===== config.mk =====
export PLATFORM = sky130hd
export DESIGN_NAME = phased_burst_gen_flat
export DESIGN_NICKNAME = d
export VERILOG_FILES = /design/src/rtl/phased_burst_gen_if.sv /design/src/rtl/phased_burst_gen.sv /design/src/flat_wrapper.sv
export SDC_FILE = /design/constraint.sdc
export NUM_CORES = 1
export LEC_CHECK = 0
export BUFFER_PORTS_ARGS = -buffer_cell sky130_fd_sc_hd__clkbuf_2
export CORE_MARGIN = 2
export CORE_UTILIZATION = 60
export DETAILED_ROUTE_END_ITERATION = 10
export GPL_ROUTABILITY_DRIVEN = 0
export MAX_ROUTING_LAYER = met4
export PLACE_DENSITY = 0.79
export SLEW_MARGIN = 10
export SYNTH_ARGS = -nofsm -noshare
export SYNTH_HDL_FRONTEND = slang
export SYNTH_SLANG_ARGS = --single-unit
export TNS_END_PERCENT = 30

===== constraint.sdc =====
create_clock -name clk -period 7.2 [get_ports clk]
set_clock_uncertainty 0.2 [all_clocks]
set_input_delay 0.72 -clock clk [delete_from_list [all_inputs] [get_ports clk]]
set_output_delay 0.72 -clock clk [all_outputs]
set_load 0.01 [all_outputs]

===== src/rtl/phased_burst_gen_if.sv =====
// phased_burst_gen_if: configuration handshake, abort and transducer drive
// bundle between the command decoder (master) and the burst generator (slave).
interface phased_burst_gen_if #(
  parameter int N_CH    = 4,
  parameter int DLY_W   = 16,
  parameter int BURST_W = 8
) ();
  logic               cfg_valid;
  logic               cfg_ready;
  logic [DLY_W-1:0]   cfg_delay;
  logic               cfg_dir;
  logic [BURST_W-1:0] cfg_burst;
  logic               stop;
  logic [N_CH-1:0]    tx;
  logic               busy;
  logic               done;
  logic               cfg_err;

  modport master (
    output cfg_valid, cfg_delay, cfg_dir, cfg_burst, stop,
    input  cfg_ready, tx, busy, done, cfg_err
  );

  modport slave (
    input  cfg_valid, cfg_delay, cfg_dir, cfg_burst, stop,
    output cfg_ready, tx, busy, done, cfg_err
  );
endinterface


===== src/rtl/phased_burst_gen.sv =====
// phased_burst_gen: drives N_CH transducer channels with phase-stepped square
// waves. A new configuration is expanded into per-channel offsets one channel
// per cycle into a shadow set, which goes live only on a period boundary.
module phased_burst_gen #(
  parameter int N_CH      = 4,
  parameter int PERIOD    = 10000,
  parameter int HIGH_TIME = 5000,
  parameter int DLY_W     = 16,
  parameter int BURST_W   = 8
) (
  input  logic              clk,
  input  logic              reset,
  phased_burst_gen_if.slave bus
);
  localparam int CNT_W = $clog2(PERIOD);
  localparam int IDX_W = $clog2(N_CH);

  localparam logic [CNT_W:0]   PERIOD_X  = (CNT_W+1)'(PERIOD);
  localparam logic [CNT_W:0]   HIGH_X    = (CNT_W+1)'(HIGH_TIME);
  localparam logic [CNT_W-1:0] LAST_PCNT = CNT_W'(PERIOD - 1);
  localparam logic [IDX_W-1:0] LAST_IDX  = IDX_W'(N_CH - 1);

  localparam logic [0:0] ST_IDLE = 1'b0;
  localparam logic [0:0] ST_RUN  = 1'b1;

  // Operating state and period timing
  logic [0:0]         state_q, state_d;
  logic [CNT_W-1:0]   pcnt_q, pcnt_d;
  logic [BURST_W-1:0] pdone_q, pdone_d;

  // Live settings
  logic [CNT_W-1:0]   off_q [N_CH];
  logic [CNT_W-1:0]   off_d [N_CH];
  logic               dir_q, dir_d;
  logic [BURST_W-1:0] burst_q, burst_d;

  // Pending settings and shadow offsets
  logic [CNT_W-1:0]   pend_delay_q, pend_delay_d;
  logic               pend_dir_q, pend_dir_d;
  logic [BURST_W-1:0] pend_burst_q, pend_burst_d;
  logic [CNT_W-1:0]   sh_off_q [N_CH];
  logic [CNT_W-1:0]   sh_off_d [N_CH];
  logic               calc_busy_q, calc_busy_d;
  logic [IDX_W-1:0]   calc_idx_q, calc_idx_d;
  logic [CNT_W-1:0]   calc_acc_q, calc_acc_d;
  logic               shadow_rdy_q, shadow_rdy_d;

  // Registered outputs
  logic [N_CH-1:0]    tx_q, tx_d;
  logic               done_q, done_d;
  logic               cfg_err_q, cfg_err_d;
  logic               cfg_ready_q, cfg_ready_d;

  // Helpers
  logic               accept_s;
  logic               bad_delay_s;
  logic               wrap_s;
  logic [BURST_W-1:0] cnt_inc_s;
  logic [CNT_W:0]     sum_s;
  logic [CNT_W-1:0]   next_acc_s;
  logic [N_CH-1:0]    tx_calc_s;
  logic [CNT_W:0]     phase_s [N_CH];

  assign accept_s    = bus.cfg_valid & cfg_ready_q & ~bus.stop;
  assign bad_delay_s = (32'(bus.cfg_delay) >= 32'(PERIOD));
  assign wrap_s      = (state_q == ST_RUN) && (pcnt_q == LAST_PCNT);
  assign cnt_inc_s   = pdone_q + BURST_W'(1);

  // Next offset in the chain: one add, one conditional subtract of PERIOD.
  always_comb begin
    sum_s = {1'b0, calc_acc_q} + {1'b0, pend_delay_q};
    if (sum_s >= PERIOD_X) begin
      next_acc_s = CNT_W'(sum_s - PERIOD_X);
    end else begin
      next_acc_s = sum_s[CNT_W-1:0];
    end
  end

  // Per-channel phase within the period; dir=1 mirrors the offset order.
  always_comb begin
    for (int k = 0; k < N_CH; k++) begin
      if (dir_q) begin
        phase_s[k] = {1'b0, pcnt_q} - {1'b0, off_q[N_CH-1-k]};
      end else begin
        phase_s[k] = {1'b0, pcnt_q} - {1'b0, off_q[k]};
      end
      if (phase_s[k][CNT_W]) begin
        phase_s[k] = phase_s[k] + PERIOD_X;
      end else begin
        phase_s[k] = phase_s[k];
      end
      tx_calc_s[k] = (phase_s[k] < HIGH_X);
    end
  end

  // Next-state logic: calc engine, config acceptance, run/idle control, abort.
  always_comb begin
    state_d      = state_q;
    pcnt_d       = pcnt_q;
    pdone_d      = pdone_q;
    off_d        = off_q;
    dir_d        = dir_q;
    burst_d      = burst_q;
    pend_delay_d = pend_delay_q;
    pend_dir_d   = pend_dir_q;
    pend_burst_d = pend_burst_q;
    sh_off_d     = sh_off_q;
    calc_busy_d  = calc_busy_q;
    calc_idx_d   = calc_idx_q;
    calc_acc_d   = calc_acc_q;
    shadow_rdy_d = shadow_rdy_q;
    tx_d         = {N_CH{1'b0}};
    done_d       = 1'b0;
    cfg_err_d    = 1'b0;

    // Offset expansion, one channel per cycle
    if (calc_busy_q) begin
      sh_off_d[calc_idx_q] = calc_acc_q;
      calc_acc_d           = next_acc_s;
      calc_idx_d           = calc_idx_q + IDX_W'(1);
      if (calc_idx_q == LAST_IDX) begin
        calc_busy_d  = 1'b0;
        shadow_rdy_d = 1'b1;
      end else begin
        calc_busy_d  = 1'b1;
      end
    end else begin
      calc_busy_d = 1'b0;
    end

    // A bad delay completes the handshake but leaves every setting untouched
    if (accept_s) begin
      if (bad_delay_s) begin
        cfg_err_d = 1'b1;
      end else begin
        pend_delay_d = CNT_W'(bus.cfg_delay);
        pend_dir_d   = bus.cfg_dir;
        pend_burst_d = bus.cfg_burst;
        calc_busy_d  = 1'b1;
        calc_idx_d   = {IDX_W{1'b0}};
        calc_acc_d   = {CNT_W{1'b0}};
      end
    end else begin
      cfg_err_d = 1'b0;
    end

    case (state_q)
      ST_IDLE: begin
        pcnt_d = {CNT_W{1'b0}};
        if (shadow_rdy_q) begin
          state_d      = ST_RUN;
          off_d        = sh_off_q;
          dir_d        = pend_dir_q;
          burst_d      = pend_burst_q;
          pdone_d      = {BURST_W{1'b0}};
          shadow_rdy_d = 1'b0;
        end else begin
          state_d = ST_IDLE;
        end
      end
      ST_RUN: begin
        tx_d = tx_calc_s;
        if (wrap_s) begin
          pcnt_d = {CNT_W{1'b0}};
          if ((burst_q != {BURST_W{1'b0}}) && (cnt_inc_s == burst_q)) begin
            // Burst end wins over a waiting swap; the waiting set is dropped
            state_d      = ST_IDLE;
            done_d       = 1'b1;
            tx_d         = {N_CH{1'b0}};
            pdone_d      = {BURST_W{1'b0}};
            shadow_rdy_d = shadow_rdy_q ? 1'b0 : shadow_rdy_d;
          end else if (shadow_rdy_q) begin
            off_d        = sh_off_q;
            dir_d        = pend_dir_q;
            burst_d      = pend_burst_q;
            pdone_d      = {BURST_W{1'b0}};
            shadow_rdy_d = 1'b0;
          end else begin
            pdone_d = cnt_inc_s;
          end
        end else begin
          pcnt_d = pcnt_q + CNT_W'(1);
        end
      end
      default: begin
        state_d = ST_IDLE;
        pcnt_d  = {CNT_W{1'b0}};
      end
    endcase

    // Abort: back to idle, abandon any calc or waiting set, no done
    if (bus.stop) begin
      state_d      = ST_IDLE;
      pcnt_d       = {CNT_W{1'b0}};
      pdone_d      = {BURST_W{1'b0}};
      tx_d         = {N_CH{1'b0}};
      done_d       = 1'b0;
      calc_busy_d  = 1'b0;
      shadow_rdy_d = 1'b0;
    end else begin
      state_d = state_d;
    end

    cfg_ready_d = ~(calc_busy_d | shadow_rdy_d);
  end

  // State and output registers with asynchronous clear
  always_ff @(posedge clk or posedge reset) begin
    if (reset) begin
      state_q      <= ST_IDLE;
      pcnt_q       <= {CNT_W{1'b0}};
      pdone_q      <= {BURST_W{1'b0}};
      dir_q        <= 1'b0;
      burst_q      <= {BURST_W{1'b0}};
      pend_delay_q <= {CNT_W{1'b0}};
      pend_dir_q   <= 1'b0;
      pend_burst_q <= {BURST_W{1'b0}};
      calc_busy_q  <= 1'b0;
      calc_idx_q   <= {IDX_W{1'b0}};
      calc_acc_q   <= {CNT_W{1'b0}};
      shadow_rdy_q <= 1'b0;
      tx_q         <= {N_CH{1'b0}};
      done_q       <= 1'b0;
      cfg_err_q    <= 1'b0;
      cfg_ready_q  <= 1'b0;
      for (int k = 0; k < N_CH; k++) begin
        off_q[k]    <= {CNT_W{1'b0}};
        sh_off_q[k] <= {CNT_W{1'b0}};
      end
    end else begin
      state_q      <= state_d;
      pcnt_q       <= pcnt_d;
      pdone_q      <= pdone_d;
      dir_q        <= dir_d;
      burst_q      <= burst_d;
      pend_delay_q <= pend_delay_d;
      pend_dir_q   <= pend_dir_d;
      pend_burst_q <= pend_burst_d;
      calc_busy_q  <= calc_busy_d;
      calc_idx_q   <= calc_idx_d;
      calc_acc_q   <= calc_acc_d;
      shadow_rdy_q <= shadow_rdy_d;
      tx_q         <= tx_d;
      done_q       <= done_d;
      cfg_err_q    <= cfg_err_d;
      cfg_ready_q  <= cfg_ready_d;
      off_q        <= off_d;
      sh_off_q     <= sh_off_d;
    end
  end

  assign bus.tx        = tx_q;
  assign bus.busy      = (state_q == ST_RUN);
  assign bus.done      = done_q;
  assign bus.cfg_err   = cfg_err_q;
  assign bus.cfg_ready = cfg_ready_q;

endmodule

===== src/flat_wrapper.sv =====
// flat-port wrapper written by rule: the top's interface ports become plain ports
module phased_burst_gen_flat 
#(
  parameter int N_CH      = 4,
  parameter int PERIOD    = 10000,
  parameter int HIGH_TIME = 5000,
  parameter int DLY_W     = 16,
  parameter int BURST_W   = 8
)
  (clk, reset, bus_cfg_valid, bus_cfg_delay, bus_cfg_dir, bus_cfg_burst, bus_stop, bus_cfg_ready, bus_tx, bus_busy, bus_done, bus_cfg_err);
  phased_burst_gen_if #(.N_CH(N_CH), .DLY_W(DLY_W), .BURST_W(BURST_W)) bus_i ();
  input  logic clk;
  input  logic reset;
  input wire logic [$bits(bus_i.cfg_valid)-1:0] bus_cfg_valid;
  input wire logic [$bits(bus_i.cfg_delay)-1:0] bus_cfg_delay;
  input wire logic [$bits(bus_i.cfg_dir)-1:0] bus_cfg_dir;
  input wire logic [$bits(bus_i.cfg_burst)-1:0] bus_cfg_burst;
  input wire logic [$bits(bus_i.stop)-1:0] bus_stop;
  output wire logic [$bits(bus_i.cfg_ready)-1:0] bus_cfg_ready;
  output wire logic [$bits(bus_i.tx)-1:0] bus_tx;
  output wire logic [$bits(bus_i.busy)-1:0] bus_busy;
  output wire logic [$bits(bus_i.done)-1:0] bus_done;
  output wire logic [$bits(bus_i.cfg_err)-1:0] bus_cfg_err;
  assign bus_i.cfg_valid = bus_cfg_valid;
  assign bus_i.cfg_delay = bus_cfg_delay;
  assign bus_i.cfg_dir = bus_cfg_dir;
  assign bus_i.cfg_burst = bus_cfg_burst;
  assign bus_i.stop = bus_stop;
  assign bus_cfg_ready = bus_i.cfg_ready;
  assign bus_tx = bus_i.tx;
  assign bus_busy = bus_i.busy;
  assign bus_done = bus_i.done;
  assign bus_cfg_err = bus_i.cfg_err;
  phased_burst_gen #(.N_CH(N_CH), .PERIOD(PERIOD), .HIGH_TIME(HIGH_TIME), .DLY_W(DLY_W), .BURST_W(BURST_W)) u_core (.clk(clk), .reset(reset), .bus(bus_i));
endmodule

==> impl_results.md <==
* Status: finished, final reports clean
* Synthesized cell area at 0.0127 mm2
* Commonest non-fill, non-tap cell in the layout: dfrtp_1
* CP max FO at 9
* Worst vdd ir at 0.281 mV
* EDFF count, synth at 0
* Syn nets at 1446
* TritonCTS Buffers at 17
* Most frequent cells in the layout: dfrtp_1 (191), nand2_1 (124), mux2_2 (99)
* Final period utilization at 55.1%
* Final Setup Violations at 0
* Wire length per cell at 17.6 um
* Seq cells post-synth at 192
* Hold crit path type: input port to async pin
* Slew Limit Fails at 0
* Post_cts resized at 0
* Initial antenna violation count at 0
* Post-Route WL at 28800 um
* Sink Count at 192
* Post-route ant nets at 0
* Fill count at 1664
* Die Wd at 149 um
* Worst Path Required at 7.36 ns
* Vias/cell at 6.06
* DRC Markers at 0
* Total grt overflow at 0
* Total core area at 0.0209 mm2
* Hold_buf cts at 0
* CP Class: register to register
* Largest net degree at the start of global routing at 123
* TNS Setup at 0 ns
* Root Driver: clkbuf_16
* Total number of vias at 9932
* CP startpoint kind: register
* Worst path arrival time at 4.12 ns
* Gr usage total at 27.7%
* DIE HEIGHT at 149 um
* Syn Area/Cell at 9.48 um2
* Post-synthesis instance total at 1338
* Footprint of the multi-input gates at 0.00737 mm2
* Worst-path clk slew at 0.08 ns
* Post CTS Setup Buffer Count at 0
* Starting density of the core at 60.7%
* Pre-CTS worst setup slack at 3.28 ns
* CTS tree: done
* PnR worst setup slack at 3.23 ns
* Unique masters post-synth at 89
* Max Freq at 0.252 GHz
* Synth warn at 0
* Detailed placement HPWL at 20900 um
* Slew @ Worst Pin at 0.973 ns
* Pwr/cell area at 433 mW/mm2
* Fin crit period at 3.97 ns
* Port bufs at 36
* Endpoints failing hold at 0
* Reg area at 0.00481 mm2
* 1st-iter DRT viols at 660
* Max H-tree Level at 4
* Synth Flop Type: dfrtp_1
* Fraction of registers with async set/reset at 100%
* Clock Tree Buf Depth at 2
* Pre-antenna DRT Iters at 5
* Total die area at 0.0223 mm2
* Layout overhead on the synthesized area at 8.12%
* RSZ-0062 raised after global routing: false
* Fin Hold WS at 0.227 ns
* Seq/Total Area, Yosys at 37.9%
* R2R Setup Slk at 3.23 ns
* ANT cells at 0
* First-pass GRT wire length at 47900 um
* CP Capture Type: register
* # rows at 53
* Clock Latency Late Sink at 0.45 ns
* IO Count at 37
* Maxcap violations at 0
* Vias in the first global route at 9627
* Max-slew headroom at 35.2%
* Final #Nets at 1459
* Lkg Pwr at 6.33 nW
* Fraction of layout cells with a size suffix above 1 at 15.7%
[worst paths after layout]
check                                                     end  cells past startpoint                             from
setup / recovery               u_core.calc_acc_q[8]$_DFF_PP0_                     16   u_core.calc_acc_q[1]$_DFF_PP0_
hold / removal             u_core.pend_delay_q[1]$_DFFE_PP0P_                      2                            reset
setup reg to reg               u_core.calc_acc_q[8]$_DFF_PP0_                     16   u_core.calc_acc_q[1]$_DFF_PP0_
hold reg to reg                  u_core.off_q[11]$_DFFE_PP0P_                      2  u_core.sh_off_q[11]$_DFFE_PP0P_
max in group asynchronous            u_core.dir_q$_DFFE_PP0P_                      3                            reset
min in group clk                 u_core.off_q[11]$_DFFE_PP0P_                      2  u_core.sh_off_q[11]$_DFFE_PP0P_
[registers in the layout, indices dropped and copies added (netlist names), 2 cells and up]
signal and cells:
u_core.calc_acc_q 14, u_core.pend_delay_q 14, u_core.sh_off_q 56, u_core.bus.tx 4
u_core.calc_idx_q 2, u_core.pcnt_q 14, u_core.off_q 56, u_core.burst_q 8
u_core.pdone_q 8, u_core.pend_burst_q 8
[synth_stat cells (8+ instances only)]
| cell | number | area share (%) |
|---|---|---|
| a211oi_1 | 19 | 1.1 |
| a21o_1 | 26 | 1.5 |
| a21oi_1 | 62 | 2.4 |
| a31oi_1 | 12 | 0.59 |
| and2_1 | 12 | 0.59 |
| and3_1 | 19 | 0.94 |
| buf_1 | 8 | 0.24 |
| buf_2 | 9 | 0.35 |
| clkbuf_1 | 29 | 0.86 |
| dfrtp_1 | 192 | 38 |
| ha_1 | 78 | 7.7 |
| inv_1 | 85 | 2.5 |
| mux2_2 | 99 | 8.8 |
| mux2i_1 | 40 | 3.2 |
| nand2_1 | 124 | 3.7 |
| nand2b_1 | 14 | 0.69 |
| nand3_1 | 35 | 1.4 |
| nor2_1 | 77 | 2.3 |
| nor2b_1 | 13 | 0.64 |
| nor3_1 | 30 | 1.2 |
| nor3b_1 | 8 | 0.47 |
| o21ai_0 | 98 | 3.9 |
| xnor2_1 | 46 | 3.2 |
| xor2_1 | 35 | 2.4 |
[cell type report]
type / count / share of cell area [%]
Clock buffer: 17 / 3.10
Clock inverter: 15 / 1.62
Multi-Input combinational cell: 1013 / 53.7
Sequential cell: 192 / 35.0
Tap cell: 275 / 2.51
Inverter: 86 / 2.41
Timing Repair Buffer: 41 / 1.59
[power by group]
part / switching [mW] / internal [mW]
combinational: 1.92 / 1.43
clock: 0.495 / 0.515
sequential: 0.225 / 1.35
total: 2.64 / 3.30
[cell families after synthesis]
group | after synthesis | synth area share [%]
xor+xnor | 82 | 5.72
buf+inv | 133 | 4.08
compound gates | 325 | 17.2
simple gates | 387 | 15.2
flops | 192 | 37.9
fa+ha+maj | 79 | 7.85
mux | 140 | 12.0
[routing by layer]
metal	global-route usage, %	vias to the layer above	share of wire, %
li1	-	4850	-
met1	36.7	4783	46
met2	45.0	259	47
met3	4.24	40	4.8
met4	7.19	0	1.6
met5	-	-	0
[worst max-delay path, stage by stage, from the launching register on]
cell and delay (ns):
dfrtp_1 0.47, ha_1 0.32, a21o_1 0.16, and4_1 0.23
or3_1 0.38, and2_1 0.21, inv_1 0.12, ha_1 0.16
nand3_1 0.07, nor3_1 0.16, nor4b_1 0.08, a2111oi_0 0.43
o21a_2 0.25, nand2b_4 0.18, or2_4 0.16, mux2i_1 0.07
a211oi_2 0.22
[per-stage QoR]
step,cell area (um2),instances,power (mW),utilization [%]
final,13700,1639,5.94,65.7
after global routing,13700,1639,6.40,65.7
after CTS,13700,1639,5.91,65.7
after detailed placement,13100,1607,4.88,62.6
after global placement,13100,1607,4.76,62.6
after floorplan,12700,1338,4.21,-
(Power assumes the default switching activity.)
